$ cat src/rtl/cnn_pkg.sv
`default_nettype none
// ============================================================================
//  Module      : cnn_pkg
//  Description : Shared constants for the CNN datapath: pixel width, conv2
//                kernel size, pooled layer-1 map size and window count.
//  Revision    : 1.0 - initial release
// ============================================================================
package cnn_pkg;

  localparam int CNN_DATA_W = 12;
  localparam int CONV2_K    = 5;
  localparam int POOL1_W    = 12;
  localparam int POOL1_H    = 12;

  // Number of complete KxK windows inside a w x h map (no padding).
  function automatic int conv_windows(input int w, input int h, input int k);
    return (w - k + 1) * (h - k + 1);
  endfunction

  localparam int CONV2_WINDOWS = conv_windows(POOL1_W, POOL1_H, CONV2_K);

endpackage
`default_nettype wire

$ cat src/rtl/conv2_buf_if.sv
`default_nettype none
// ============================================================================
//  Module      : conv2_buf_if
//  Description : Pixel-in / window-out bus of the conv2 line buffer.
//                master = pixel source, slave = window generator.
//  Revision    : 1.0 - initial release
// ============================================================================
interface conv2_buf_if
  import cnn_pkg::*;
#(
  parameter int DATA_W = CNN_DATA_W,
  parameter int K      = CONV2_K
);

  logic                    valid_in;
  logic [DATA_W-1:0]       data_in;
  logic [K*K*DATA_W-1:0]   window_out;
  logic                    valid_out_buf;
  logic                    frame_done;

  modport master (
    output valid_in,
    output data_in,
    input  window_out,
    input  valid_out_buf,
    input  frame_done
  );

  modport slave (
    input  valid_in,
    input  data_in,
    output window_out,
    output valid_out_buf,
    output frame_done
  );

endinterface
`default_nettype wire

$ cat src/rtl/conv2_cnt.sv
`default_nettype none
// ============================================================================
//  Module      : conv2_cnt
//  Description : Raster column/row counters for the conv2 window generator,
//                with registered window-valid and frame-end decode.
//  Revision    : 1.0 - initial release
// ============================================================================
module conv2_cnt
  import cnn_pkg::*;
#(
  parameter int WIDTH  = POOL1_W,
  parameter int HEIGHT = POOL1_H,
  parameter int K      = CONV2_K
) (
  input  wire logic clk,
  input  wire logic rst_n,
  input  wire logic valid_in,
  output logic      win_valid,
  output logic      frame_done
);

  localparam int CW = (WIDTH  > 1) ? $clog2(WIDTH)  : 1;
  localparam int RW = (HEIGHT > 1) ? $clog2(HEIGHT) : 1;

  localparam logic [CW-1:0] C_COL_LAST = CW'(WIDTH - 1);
  localparam logic [RW-1:0] C_ROW_LAST = RW'(HEIGHT - 1);
  localparam logic [CW-1:0] C_COL_MIN  = CW'(K - 1);
  localparam logic [RW-1:0] C_ROW_MIN  = RW'(K - 1);

  logic [CW-1:0] r_col;
  logic [RW-1:0] r_row;
  logic          w_col_last;
  logic          w_row_last;
  logic          w_win_pos;

  // Position decode of the pixel currently presented on the input.
  always_comb begin
    w_col_last = (r_col == C_COL_LAST);
    w_row_last = (r_row == C_ROW_LAST);
    w_win_pos  = (r_col >= C_COL_MIN) && (r_row >= C_ROW_MIN);
  end

  // Advance on accepted pixels only; flag pulses one cycle after acceptance.
  always_ff @(posedge clk) begin
    if (!rst_n) begin
      r_col      <= '0;
      r_row      <= '0;
      win_valid  <= 1'b0;
      frame_done <= 1'b0;
    end else begin
      win_valid  <= valid_in & w_win_pos;
      frame_done <= valid_in & w_col_last & w_row_last;
      if (valid_in) begin
        if (w_col_last) begin
          r_col <= '0;
          r_row <= w_row_last ? '0 : r_row + 1'b1;
        end else begin
          r_col <= r_col + 1'b1;
        end
      end
    end
  end

endmodule
`default_nettype wire

$ cat src/rtl/conv2_buf.sv
`default_nettype none
// ============================================================================
//  Module      : conv2_buf
//  Description : Sliding KxK window generator for conv2. A raster pixel
//                stream fills a (K-1)*WIDTH+K shift register; the K*K taps
//                are presented in parallel with a one-cycle valid pulse.
//  Revision    : 1.0 - initial release
// ============================================================================
module conv2_buf
  import cnn_pkg::*;
#(
  parameter int DATA_W = CNN_DATA_W,
  parameter int WIDTH  = POOL1_W,
  parameter int HEIGHT = POOL1_H,
  parameter int K      = CONV2_K
) (
  input  wire logic   clk,
  input  wire logic   rst_n,
  conv2_buf_if.slave  bus
);

  localparam int DEPTH = (K - 1) * WIDTH + K;

  logic [DATA_W-1:0]     r_sr [DEPTH];
  logic [K*K*DATA_W-1:0] w_window;
  logic                  w_win_valid;
  logic                  w_frame_done;

  // Shift one entry per accepted pixel; newest pixel lands in entry 0.
  always_ff @(posedge clk) begin
    if (!rst_n) begin
      for (int i = 0; i < DEPTH; i++) begin
        r_sr[i] <= '0;
      end
    end else if (bus.valid_in) begin
      r_sr[0] <= bus.data_in;
      for (int i = 1; i < DEPTH; i++) begin
        r_sr[i] <= r_sr[i-1];
      end
    end
  end

  // Tap r*K+c (top-down, left-right) reads entry (K-1-r)*WIDTH + (K-1-c).
  always_comb begin
    w_window = '0;
    for (int r = 0; r < K; r++) begin
      for (int c = 0; c < K; c++) begin
        w_window[(r*K+c)*DATA_W +: DATA_W] = r_sr[(K-1-r)*WIDTH + (K-1-c)];
      end
    end
  end

  conv2_cnt #(
    .WIDTH  (WIDTH),
    .HEIGHT (HEIGHT),
    .K      (K)
  ) u_cnt (
    .clk        (clk),
    .rst_n      (rst_n),
    .valid_in   (bus.valid_in),
    .win_valid  (w_win_valid),
    .frame_done (w_frame_done)
  );

  assign bus.window_out    = w_window;
  assign bus.valid_out_buf = w_win_valid;
  assign bus.frame_done    = w_frame_done;

endmodule
`default_nettype wire

$ cat src/flat_wrapper.sv
// flat-port wrapper written by rule: the top's interface ports become plain ports
module conv2_buf_flat import cnn_pkg::*;
#(
  parameter int DATA_W = CNN_DATA_W,
  parameter int WIDTH  = POOL1_W,
  parameter int HEIGHT = POOL1_H,
  parameter int K      = CONV2_K
)
  (clk, rst_n, bus_valid_in, bus_data_in, bus_window_out, bus_valid_out_buf, bus_frame_done);
  conv2_buf_if #(.DATA_W(DATA_W), .K(K)) bus_i ();
  input  wire logic clk;
  input  wire logic rst_n;
  input wire logic [$bits(bus_i.valid_in)-1:0] bus_valid_in;
  input wire logic [$bits(bus_i.data_in)-1:0] bus_data_in;
  output wire logic [$bits(bus_i.window_out)-1:0] bus_window_out;
  output wire logic [$bits(bus_i.valid_out_buf)-1:0] bus_valid_out_buf;
  output wire logic [$bits(bus_i.frame_done)-1:0] bus_frame_done;
  assign bus_i.valid_in = bus_valid_in;
  assign bus_i.data_in = bus_data_in;
  assign bus_window_out = bus_i.window_out;
  assign bus_valid_out_buf = bus_i.valid_out_buf;
  assign bus_frame_done = bus_i.frame_done;
  conv2_buf #(.DATA_W(DATA_W), .WIDTH(WIDTH), .HEIGHT(HEIGHT), .K(K)) u_core (.clk(clk), .rst_n(rst_n), .bus(bus_i));
endmodule
$ cat config.mk
export PLATFORM = sky130hd
export DESIGN_NAME = conv2_buf_flat
export DESIGN_NICKNAME = d
export VERILOG_FILES = /design/src/rtl/cnn_pkg.sv /design/src/rtl/conv2_buf_if.sv /design/src/rtl/conv2_cnt.sv /design/src/rtl/conv2_buf.sv /design/src/flat_wrapper.sv
export SDC_FILE = /design/constraint.sdc
export NUM_CORES = 1
export LEC_CHECK = 0
export CORE_ASPECT_RATIO = 0.75
export CORE_MARGIN = 10
export CORE_UTILIZATION = 45
export DETAILED_ROUTE_END_ITERATION = 6
export PLACE_DENSITY = 0.77
export SYNTH_ARGS = -nofsm -noshare
export SYNTH_HDL_FRONTEND = slang
export SYNTH_SLANG_ARGS = --single-unit
$ cat constraint.sdc
create_clock -name clk -period 26.9 [get_ports clk]
set_input_delay 5.38 -clock clk [delete_from_list [all_inputs] [get_ports clk]]
set_output_delay 5.38 -clock clk [all_outputs]
set_load 0.02 [all_outputs]
==> out/summary.md <==
The register bit total from synthesis works out to 646. The run finished with clean final reports. For the final routed database, the setup TNS stands at 0 ns. For this block, the initial DRC count from the detailed router was 1,076. Once the clock tree was built, the setup fixing pass inserted 0 buffers. The highest net fanout along the worst path is 123, and the synthesized instance count is 1,739. In the final routed layout, each cell accounts on average for 18.7 um. The buffer cell driving the clock tree root is sky130_fd_sc_hd__clkbuf_16. Starting density of the core: 0.456. The worst path in the final design needs a cycle of 9.64 ns, including I/O delays and setup.

The tools report the pin count of the biggest net entering global routing as 207. The Yosys step of the flow raised 0 warnings. The run gives 0.516 as the share of the core filled with cells. The routed via count divided by cell count was 4.94. The routed design has 47,500 um of wire. The count of buffers added on input and output ports is 316. Number of cells upsized or downsized after cts: 0. At the pin with the least slew margin, the transition time is 1.20 ns. TritonCTS built the clock tree. The largest clock skew in the final design came out at 0.0355 ns. The logs give 0 for the antenna violation net count after detailed routing and 26 for the distinct cell type count of the synthesized netlist.

Max-slew violation total from the final report: 0. Setup repair after global routing left no endpoint under its margin. The run gives 0.132 as the all-layer global routing usage. For the final global-route overflow total, the log shows 0. Leaving out fill and tap cells, the most frequent cell in the layout is sky130_fd_sc_hd__edfxtp_1. The final total power came out at 2.20 mW.

The most frequent cell on the critical path is sky130_fd_sc_hd__buf_4. Data on the critical path arrives at its endpoint at 9.85 ns. The total count of hold-check failures in the final report was 0. The path class of the tightest hold or removal check is reg -> reg. The critical path is of the in -> reg type. The number of buffers on the longest clock path was 3; the number of setup violations in the final report was 0. Relative to the synthesized area, the layout overhead comes to 13.2%. Counting every net in the synthesized netlist gives 1,756. The number of antenna violations at the first check in global routing is 1, and the clock slew seen by the registers of the worst setup and hold paths is 0.06 ns. For the largest vdd supply drop, the log shows 0.0547 mV. The number of cells on the worst reg-to-reg path is 4.

The final estimated routing congestion in global placement came out at 0.795. The data required time at the worst endpoint is 27.11 ns, and the layout cell share with drive strength beyond 1 is 0.0591. At the later pin of the worst-skew pair, clock insertion delay measures 0.62 ns.

For this design, the slowest cell found on the critical path is sky130_fd_sc_hd__buf_4. For this run, the post-layout net count is 1,727. The run gives 17.26 ns as the final critical-path setup slack.

For this design the ratio of total power to cell area is 74.0 nW/um2. The die is 229 um tall. The total number of vias was 12,537; the number of levels in the clock H-tree was 2.

TritonCTS created 59 clock buffers. For the number of global-route vias before repair, the log shows 12,591. The highest cell delay on the worst timing path was 1.03 ns; the area of the core was 57,500 um2. Sink count of the clock tree: 646.

The worst hold path was traced through 2 stages. The first-pass GRT wire length was 72,900 um; the site row count was 76. The die covers 68,500 um2. The worst setup path is launched from a primary input. The sequential-to-total area share from yosys stat was 0.736. The nature of the critical path endpoint is a flop. The average footprint of a synthesized cell is 15.1 um2, and the post-placement setup slack is 16.49 ns. The mapped netlist covers 26,200 um2. The width of the die was 299 um. The first detailed-routing pass ran for 5 iterations. The share of the clock period used by the worst path after layout was 0.358.

The top achievable clock speed was 0.104 GHz. The worst relative slew slack is 0.203. The top cell types in the final layout, fill and taps aside, are sky130_fd_sc_hd__edfxtp_1, sky130_fd_sc_hd__and3_1, sky130_fd_sc_hd__clkdlybuf4s50_1. The detailed placer's ending HPWL came out at 28,800 um. The standby leakage power is 12.4 nW, and the total inserted antenna cells is 0. The number of ports placed on the die boundary came out at 317.

Traced cell by cell, the critical path runs through buf_8 > nand2b_4 > buf_4 > buf_4 > buf_4. The logs give 0 for the max-cap check violation count and 0 for the final routed DRC violation total. In this run, post-CTS hold repair placed 0 buffers.
==> registers in the layout, indices dropped and copies added, names as in the netlist <==
register and cells:
u_core.u_cnt.frame_done 1, u_core.r_sr 636, u_core.u_cnt.win_valid 1, u_core.u_cnt.r_row 4
u_core.u_cnt.r_col 4
==> cell usage after synthesis <==
| master | n | area, um2 |
|---|---|---|
| sky130_fd_sc_hd__edfxtp_1 | 636 | 19100 |
| sky130_fd_sc_hd__a311o_2 | 1 | 11.3 |
| sky130_fd_sc_hd__or4_1 | 1 | 7.51 |
| sky130_fd_sc_hd__buf_4 | 300 | 2250 |
| sky130_fd_sc_hd__nand2b_1 | 3 | 18.8 |
| sky130_fd_sc_hd__nor2_1 | 6 | 22.5 |
| sky130_fd_sc_hd__clkbuf_1 | 110 | 413 |
| sky130_fd_sc_hd__nand4_1 | 1 | 6.26 |
| sky130_fd_sc_hd__mux2i_1 | 3 | 30.0 |
| sky130_fd_sc_hd__and3_1 | 408 | 2550 |
| sky130_fd_sc_hd__nand3b_1 | 2 | 15.0 |
| sky130_fd_sc_hd__nand2_1 | 5 | 18.8 |
| sky130_fd_sc_hd__inv_1 | 3 | 11.3 |
| sky130_fd_sc_hd__a31oi_1 | 1 | 6.26 |
| sky130_fd_sc_hd__and3_2 | 1 | 7.51 |
| sky130_fd_sc_hd__a21oi_1 | 3 | 15.0 |
| sky130_fd_sc_hd__dfxtp_1 | 10 | 200 |
| sky130_fd_sc_hd__buf_2 | 7 | 35.0 |
| sky130_fd_sc_hd__nand4b_4 | 1 | 23.8 |
| sky130_fd_sc_hd__o21ai_0 | 2 | 10.0 |
| sky130_fd_sc_hd__and2_1 | 228 | 1430 |
| sky130_fd_sc_hd__nor3_1 | 2 | 10.0 |
| sky130_fd_sc_hd__xnor2_1 | 1 | 8.76 |
| sky130_fd_sc_hd__ha_1 | 2 | 25.0 |
| sky130_fd_sc_hd__or3_2 | 1 | 7.51 |
| sky130_fd_sc_hd__nand3_1 | 1 | 5.00 |
==> layout make-up <==
class	instances	area, um2
clock buffer	67	1530
inverter	3	11.3
multi-input combinational	673	4240
clock inverter	43	380
timing repair buffer	327	3270
sequential	646	19300
tap	780	976
fill	4621	27800
==> final timing paths <==
kind                                            start                    end  slack [ns]
worst max-delay path                     bus_valid_in    u_core.r_sr[0][632]       17.26
worst min-delay path            u_core.u_cnt.r_row[0]  u_core.u_cnt.r_row[0]        0.51
worst max register to register  u_core.u_cnt.r_col[0]  u_core.u_cnt.r_row[3]       25.31
worst min register to register  u_core.u_cnt.r_row[0]  u_core.u_cnt.r_row[0]        0.51
==> metrics by stage <==
step / std cells / cell area [um2] / hold WS, ns
2_1_floorplan: 1739 / 26200 / 0.465
3_3_place_gp: 2429 / 27800 / 0.473
3_5_place_dp: 2429 / 27800 / 0.500
4_1_cts: 2539 / 29700 / 0.510
5_1_grt: 2539 / 29700 / 0.530
6_report: 2539 / 29700 / 0.508
==> critical path: cells and delay by family <==
family,cells,cell delay (ns)
and+or+nand+nor,1,0.97
buffers and inverters,4,3.31
==> per-layer routing <==
metal / global-route usage / wire, um / up-vias
met4: 0.0340 / 846 / 0
met1: 0.171 / 20000 / 6251
met5: 0 / 0 / -
met2: 0.212 / 22800 / 325
li1: - / - / 5898
met3: 0.0431 / 3800 / 63
==> power breakdown <==
group	internal [mW]	switching [mW]	total (mW)	leakage, nW
combinational	0.0708	0.101	0.172	4.36
clock	0.458	0.363	0.821	0.926
sequential	1.18	0.0276	1.21	7.11
total	1.71	0.491	2.20	12.4
==> cells by family after synthesis <==
kind of cell             after synthesis  share of synthesized area
AND/OR/NAND/NOR                      660                      0.157
flip-flops                           646                      0.736
buffers and inverters                420                      0.103
AO/OA/AOI/OAI                          7                    0.00162
multiplexers                           3                    0.00114
adder cells (fa/ha/maj)                2                   0.000954
XOR/XNOR                               1                   0.000334
Note: power is estimated with default switching activity, not from simulation.
